<file path="config.mk">
export PLATFORM = sky130hd
export DESIGN_NAME = down_count_timer
export DESIGN_NICKNAME = d
export VERILOG_FILES = /design/src/rtl/down_count_timer.sv
export SDC_FILE = /design/constraint.sdc
export NUM_CORES = 1
export LEC_CHECK = 0
export CAP_MARGIN = 10
export CORE_MARGIN = 2
export CORE_UTILIZATION = 45
export CTS_CLUSTER_DIAMETER = 150
export DETAILED_ROUTE_END_ITERATION = 8
export GPL_ROUTABILITY_DRIVEN = 0
export PLACE_DENSITY_LB_ADDON = 0.12
export RECOVER_POWER = 100
export SLEW_MARGIN = 10
export SYNTH_ARGS = -nofsm -noshare
export SYNTH_HDL_FRONTEND = slang
export SYNTH_SLANG_ARGS = --single-unit
export TNS_END_PERCENT = 100
</file>
<file path="constraint.sdc">
create_clock -name clk -period 3.6 [get_ports clk]
set_input_delay 0.36 -clock clk [delete_from_list [all_inputs] [get_ports clk]]
set_output_delay 0.36 -clock clk [all_outputs]
set_load 0.03 [all_outputs]
</file>
<file path="src/rtl/down_count_timer.sv">
// MM:SS BCD countdown timer: loads a clamped preset, decrements once per TICK_DIV
// cycles while running, and flags expiry when the count reaches 00:00.
module down_count_timer #(
    parameter int TICK_DIV = 100000000
) (
    input  logic        clk,
    input  logic        rst_n,
    input  logic        setTime,
    input  logic        startStop,
    input  logic        clear,
    input  logic [15:0] presetBcd,
    output logic [15:0] timeBcd,
    output logic        running,
    output logic        expired,
    output logic        expiredPulse
);

    localparam int DIV_W = (TICK_DIV > 1) ? $clog2(TICK_DIV) : 1;
    localparam logic [DIV_W-1:0] DIV_LAST = DIV_W'(TICK_DIV - 1);

    typedef enum logic [1:0] {IDLE, RUN, PAUSE, DONE} state_t;

    state_t            state_q, state_d;
    logic [DIV_W-1:0]  div_q, div_d;
    logic [15:0]       time_q, time_d;
    logic              pulse_q, pulse_d;
    logic              tick;
    logic [15:0]       time_dec;

    function automatic logic [15:0] clamp_bcd(input logic [15:0] p);
        logic [3:0] mt, mo, st, so;
        {mt, mo, st, so} = p;
        if (mt > 4'd9) mt = 4'd9;
        if (mo > 4'd9) mo = 4'd9;
        if (st > 4'd5) st = 4'd5;
        if (so > 4'd9) so = 4'd9;
        return {mt, mo, st, so};
    endfunction

    // Ripple borrow through the four digits; 00:00 never wraps.
    function automatic logic [15:0] bcd_dec(input logic [15:0] t);
        logic [3:0] mt, mo, st, so;
        logic       b;
        {mt, mo, st, so} = t;
        if (t == 16'h0000) return 16'h0000;
        if (so == 4'd0) begin so = 4'd9; b = 1'b1; end
        else begin so = so - 4'd1; b = 1'b0; end
        if (b) begin
            if (st == 4'd0) st = 4'd5;
            else begin st = st - 4'd1; b = 1'b0; end
        end
        if (b) begin
            if (mo == 4'd0) mo = 4'd9;
            else begin mo = mo - 4'd1; b = 1'b0; end
        end
        if (b) mt = mt - 4'd1;
        return {mt, mo, st, so};
    endfunction

    always_comb begin
        state_d  = state_q;
        div_d    = div_q;
        time_d   = time_q;
        tick     = (state_q == RUN) && (div_q == DIV_LAST);
        time_dec = bcd_dec(time_q);
        if (clear) begin
            state_d = IDLE;
            time_d  = 16'h0000;
            div_d   = '0;
        end else if (setTime && (state_q != RUN)) begin
            state_d = IDLE;
            time_d  = clamp_bcd(presetBcd);
            div_d   = '0;
        end else if (startStop) begin
            // Pausing leaves div_q untouched so the partial second survives.
            case (state_q)
                IDLE: begin
                    if (time_q != 16'h0000) begin
                        state_d = RUN;
                        div_d   = '0;
                    end
                end
                RUN:     state_d = PAUSE;
                PAUSE:   state_d = RUN;
                default: state_d = state_q;
            endcase
        end else if (state_q == RUN) begin
            if (tick) begin
                div_d  = '0;
                time_d = time_dec;
                if (time_dec == 16'h0000) state_d = DONE;
            end else begin
                div_d = div_q + DIV_W'(1);
            end
        end
        pulse_d = (state_d == DONE) && (state_q != DONE);
    end

    always_ff @(posedge clk or negedge rst_n) begin
        if (!rst_n) begin
            state_q <= IDLE;
            div_q   <= '0;
            time_q  <= 16'h0000;
            pulse_q <= 1'b0;
        end else begin
            state_q <= state_d;
            div_q   <= div_d;
            time_q  <= time_d;
            pulse_q <= pulse_d;
        end
    end

    assign timeBcd      = time_q;
    assign running      = (state_q == RUN);
    assign expired      = (state_q == DONE);
    assign expiredPulse = pulse_q;

endmodule
</file>
==> results.py <==
metrics = {
    "finish": {
        "antennaDiodeCount": 0,
        "drive_gt1_frac": 0.0756,
        "final_cells": 477,
        "syn_to_final_growth_pct": 16.9,
        "fill_cells": 658,
        "nNetsFinal": 425,
    },
    "grt": {
        "grt_pass1_vias": 2753,
        "grt_pass1_wl_um": 13200,
        "antenna_found_initial": 0,
        "grt_overflow": 0,
        "track_usage": 0.219,
        "grt_start_max_net_pins": 47,
    },
    "sta": {
        "finalHoldViolCount": 0,
        "rsz0062_at_grt": "false",
        "fin_crit_ps": 3050,
        "worst_slew_pin_slew_ps": 2490,
        "min_period_over_period": 0.846,
        "setup_viol_count_final": 0,
        "max_freq_mhz": 328,
        "slew_headroom": -0.663,
        "fin_skew_ps": 7.85,
        "setup_tns_ps": 0,
        "final-max-slew-violation-count": 47,
    },
    "clock_network": {
        "root_buffer": "clkbuf_8",
        "tritoncts": "yes",
        "ctsHoldBuffers": 0,
        "htreeDepth": 2,
        "cts_made_buffers": 5,
        "clk_latency_ps": 300,
        "cts_setup_buffers": 0,
        "cts_resized": 0,
        "path_clk_slew_ps": 80,
        "clock_path_buffers": 2,
        "cts.sinks": 46,
    },
    "logic_synthesis": {
        "synth_edf_count": 0,
        "synthesis.nets": 389,
        "synth_top_cell_by_area": "dfrtp_1",
        "synth_area_leaders": "dfrtp_1, o21ai_0, o31ai_1",
        "yosys_register_bits": 46,
        "synthFlopType": "dfrtp_1",
        "synthAdderAreaFrac": 0.0281,
        "netlist_area_um2": 3120,
        "ys_warn_count": 0,
        "synthDistinctLibCells": 62,
        "synth_compound_area_frac": 0.239,
        "yosys.area_share.simple": 0.269,
        "synth-xor-area-share": 0.0337,
        "synth_top_area_frac": 0.369,
        "synth_mux_area_frac": 0.0173,
        "syn_inst": 361,
        "async_flop_share": 1.00,
        "synth_area_per_cell_um2": 8.63,
        "yosysSeqAreaShare": 0.369,
        "synth_top_family_by_area": "simple AND/OR/NAND/NOR gates",
    },
    "drt": {
        "dr_wl_met3_um": 228,
        "wl_met2_um": 3710,
        "via_per_inst": 6.03,
        "vias": 2878,
        "highest_layer": "met4",
        "finalWirelength_um": 7720,
        "wl_met1_um": 3570,
        "wl_per_cell_um": 16.2,
        "drc": 0,
        "drt_iter0_markers": 100,
        "ant_nets": 0,
        "dr.pass1.iters": 4,
    },
    "worst_setup_path": {
        "crit_fanout": 27,
        "cp_data_arrival_time_ps": 3280,
        "crit_path_start_kind": "flip-flop",
        "cp-end-kind": "flip-flop",
        "worstSetupPathType": "flip-flop to flip-flop",
        "worstPathRequired_ps": 3840,
    },
    "outcome": {
        "status": "complete, but fails checks",
        "violations": "max-capacitance violations, max-slew violations",
    },
    "floorplan": {
        "dieArea_um2": 7610,
        "ioPinCount": 40,
        "die_x_um": 87.2,
        "rows": 30,
        "die_y_um": 87.2,
        "start_util": 0.461,
        "core_um2": 6760,
    },
    "run": {
        "drv_cap": 1,
    },
    "power_and_ir_drop": {
        "p_per_area_nw_per_um2": 373,
        "ir_drop_uv": 218,
        "leakage_uw": 0.00149,
    },
    "placement": {
        "place_hpwl_um": 5500,
        "port_buffers": 39,
        "place_inst": 470,
    },
    "worst_hold_path": {
        "min_path_type": "flip-flop to flip-flop",
    },
}
==> metal layers <==
metal / up-vias / track usage
met5: - / 0
met4: 0 / 0.0881
met3: 17 / 0.0303
met2: 49 / 0.366
met1: 1386 / 0.285
li1: 1426 / -
==> registers in the layout (all words and copies together), names as in the netlist <==
| name | count |
|---|---|
| div_q | 27 |
| state_q | 2 |
| expiredPulse | 1 |
| timeBcd | 16 |
==> per-stage QoR <==
| stage | total power [uW] | setup WS [ps] | hold WS (ps) | util | cell area, um2 |
|---|---|---|---|---|---|
| final | 1360 | 553 | 515 | 0.539 | 3640 |
| after global placement | 1070 | 787 | 486 | 0.531 | 3590 |
| after global routing | 1450 | 240 | 519 | 0.539 | 3640 |
| after floorplan | 910 | 1090 | 64.4 | - | 3120 |
| after detailed placement | 1080 | 684 | 495 | 0.531 | 3590 |
| after CTS | 1390 | 746 | 277 | 0.542 | 3660 |
==> cells in the mapped netlist, types with 6 or more instances <==
master and n:
xor2_1 10, nand3_1 10, a31oi_1 8, a21oi_1 14
nor2_1 34, clkbuf_1 11, o2111ai_1 6, nor3_1 10
dfrtp_1 46, inv_1 14, nand2_1 28, o31ai_1 18
o21ai_0 31, and3_1 8, ha_1 7, nand4_1 9
buf_2 7
==> cell usage in the layout, fill, tap and decap left out, types with 4 or more instances in the layout <==
cell,synthesis,routed
nand2_1,28,28
buf_4,1,7
xor2_1,10,10
a22o_1,5,5
and3_1,8,8
nor2b_1,5,5
ha_1,7,7
dlygate4sd3_1,0,19
clkdlybuf4s50_1,0,19
o211ai_1,5,5
o31ai_1,18,18
a21oi_1,14,14
nand4_1,9,9
o21ai_0,31,31
dfrtp_1,46,46
nor2_1,34,34
nor3_1,10,12
and4_1,4,4
o2111ai_1,6,6
inv_1,14,14
clkbuf_8,0,5
a31oi_1,8,8
a211oi_1,5,5
nand3_1,10,10
nand2b_1,5,5
==> cell families after synthesis <==
family,Yosys count
buf+inv,33
xor+xnor,12
mux,5
fa+ha+maj,7
simple gates,148
flops,46
compound gates,110
==> cell type report <==
class / count / area, um2 / area share
inverters: 14 / 52.6 / 0.0144
multi-input cells: 282 / 1820 / 0.498
flip-flops and latches: 46 / 1150 / 0.316
repair buffers: 48 / 444 / 0.122
clock inverters: 2 / 10.0 / 0.00275
clock buffers: 5 / 68.8 / 0.0189
well taps: 80 / 100 / 0.0275
==> where the power goes <==
part | switching, uW | internal (uW)
clock network | 169 | 131
logic | 280 | 191
registers | 44.7 | 542
total | 494 | 863
==> worst max-delay path, stage by stage (launching register included) <==
cell and delay, ps:
dfrtp_1 420, ha_1 270, nand4_1 190, or4b_1 600
nor3_1 390, nor3_2 60, clkbuf_1 460, nor2_1 400
a22o_1 180
==> worst paths after layout <==
check	startpoint	to	slack, ps	cells past startpoint
max	div_q[0]	timeBcd[15]	550	8
min	div_q[6]	div_q[6]	510	1
max reg2reg	div_q[0]	timeBcd[15]	550	8
min reg2reg	div_q[6]	div_q[6]	510	1
max in group asynchronous	rst_n	div_q[20]	1360	1
min in group asynchronous	rst_n	timeBcd[1]	820	1
Note: power is estimated with default switching activity, not from simulation.
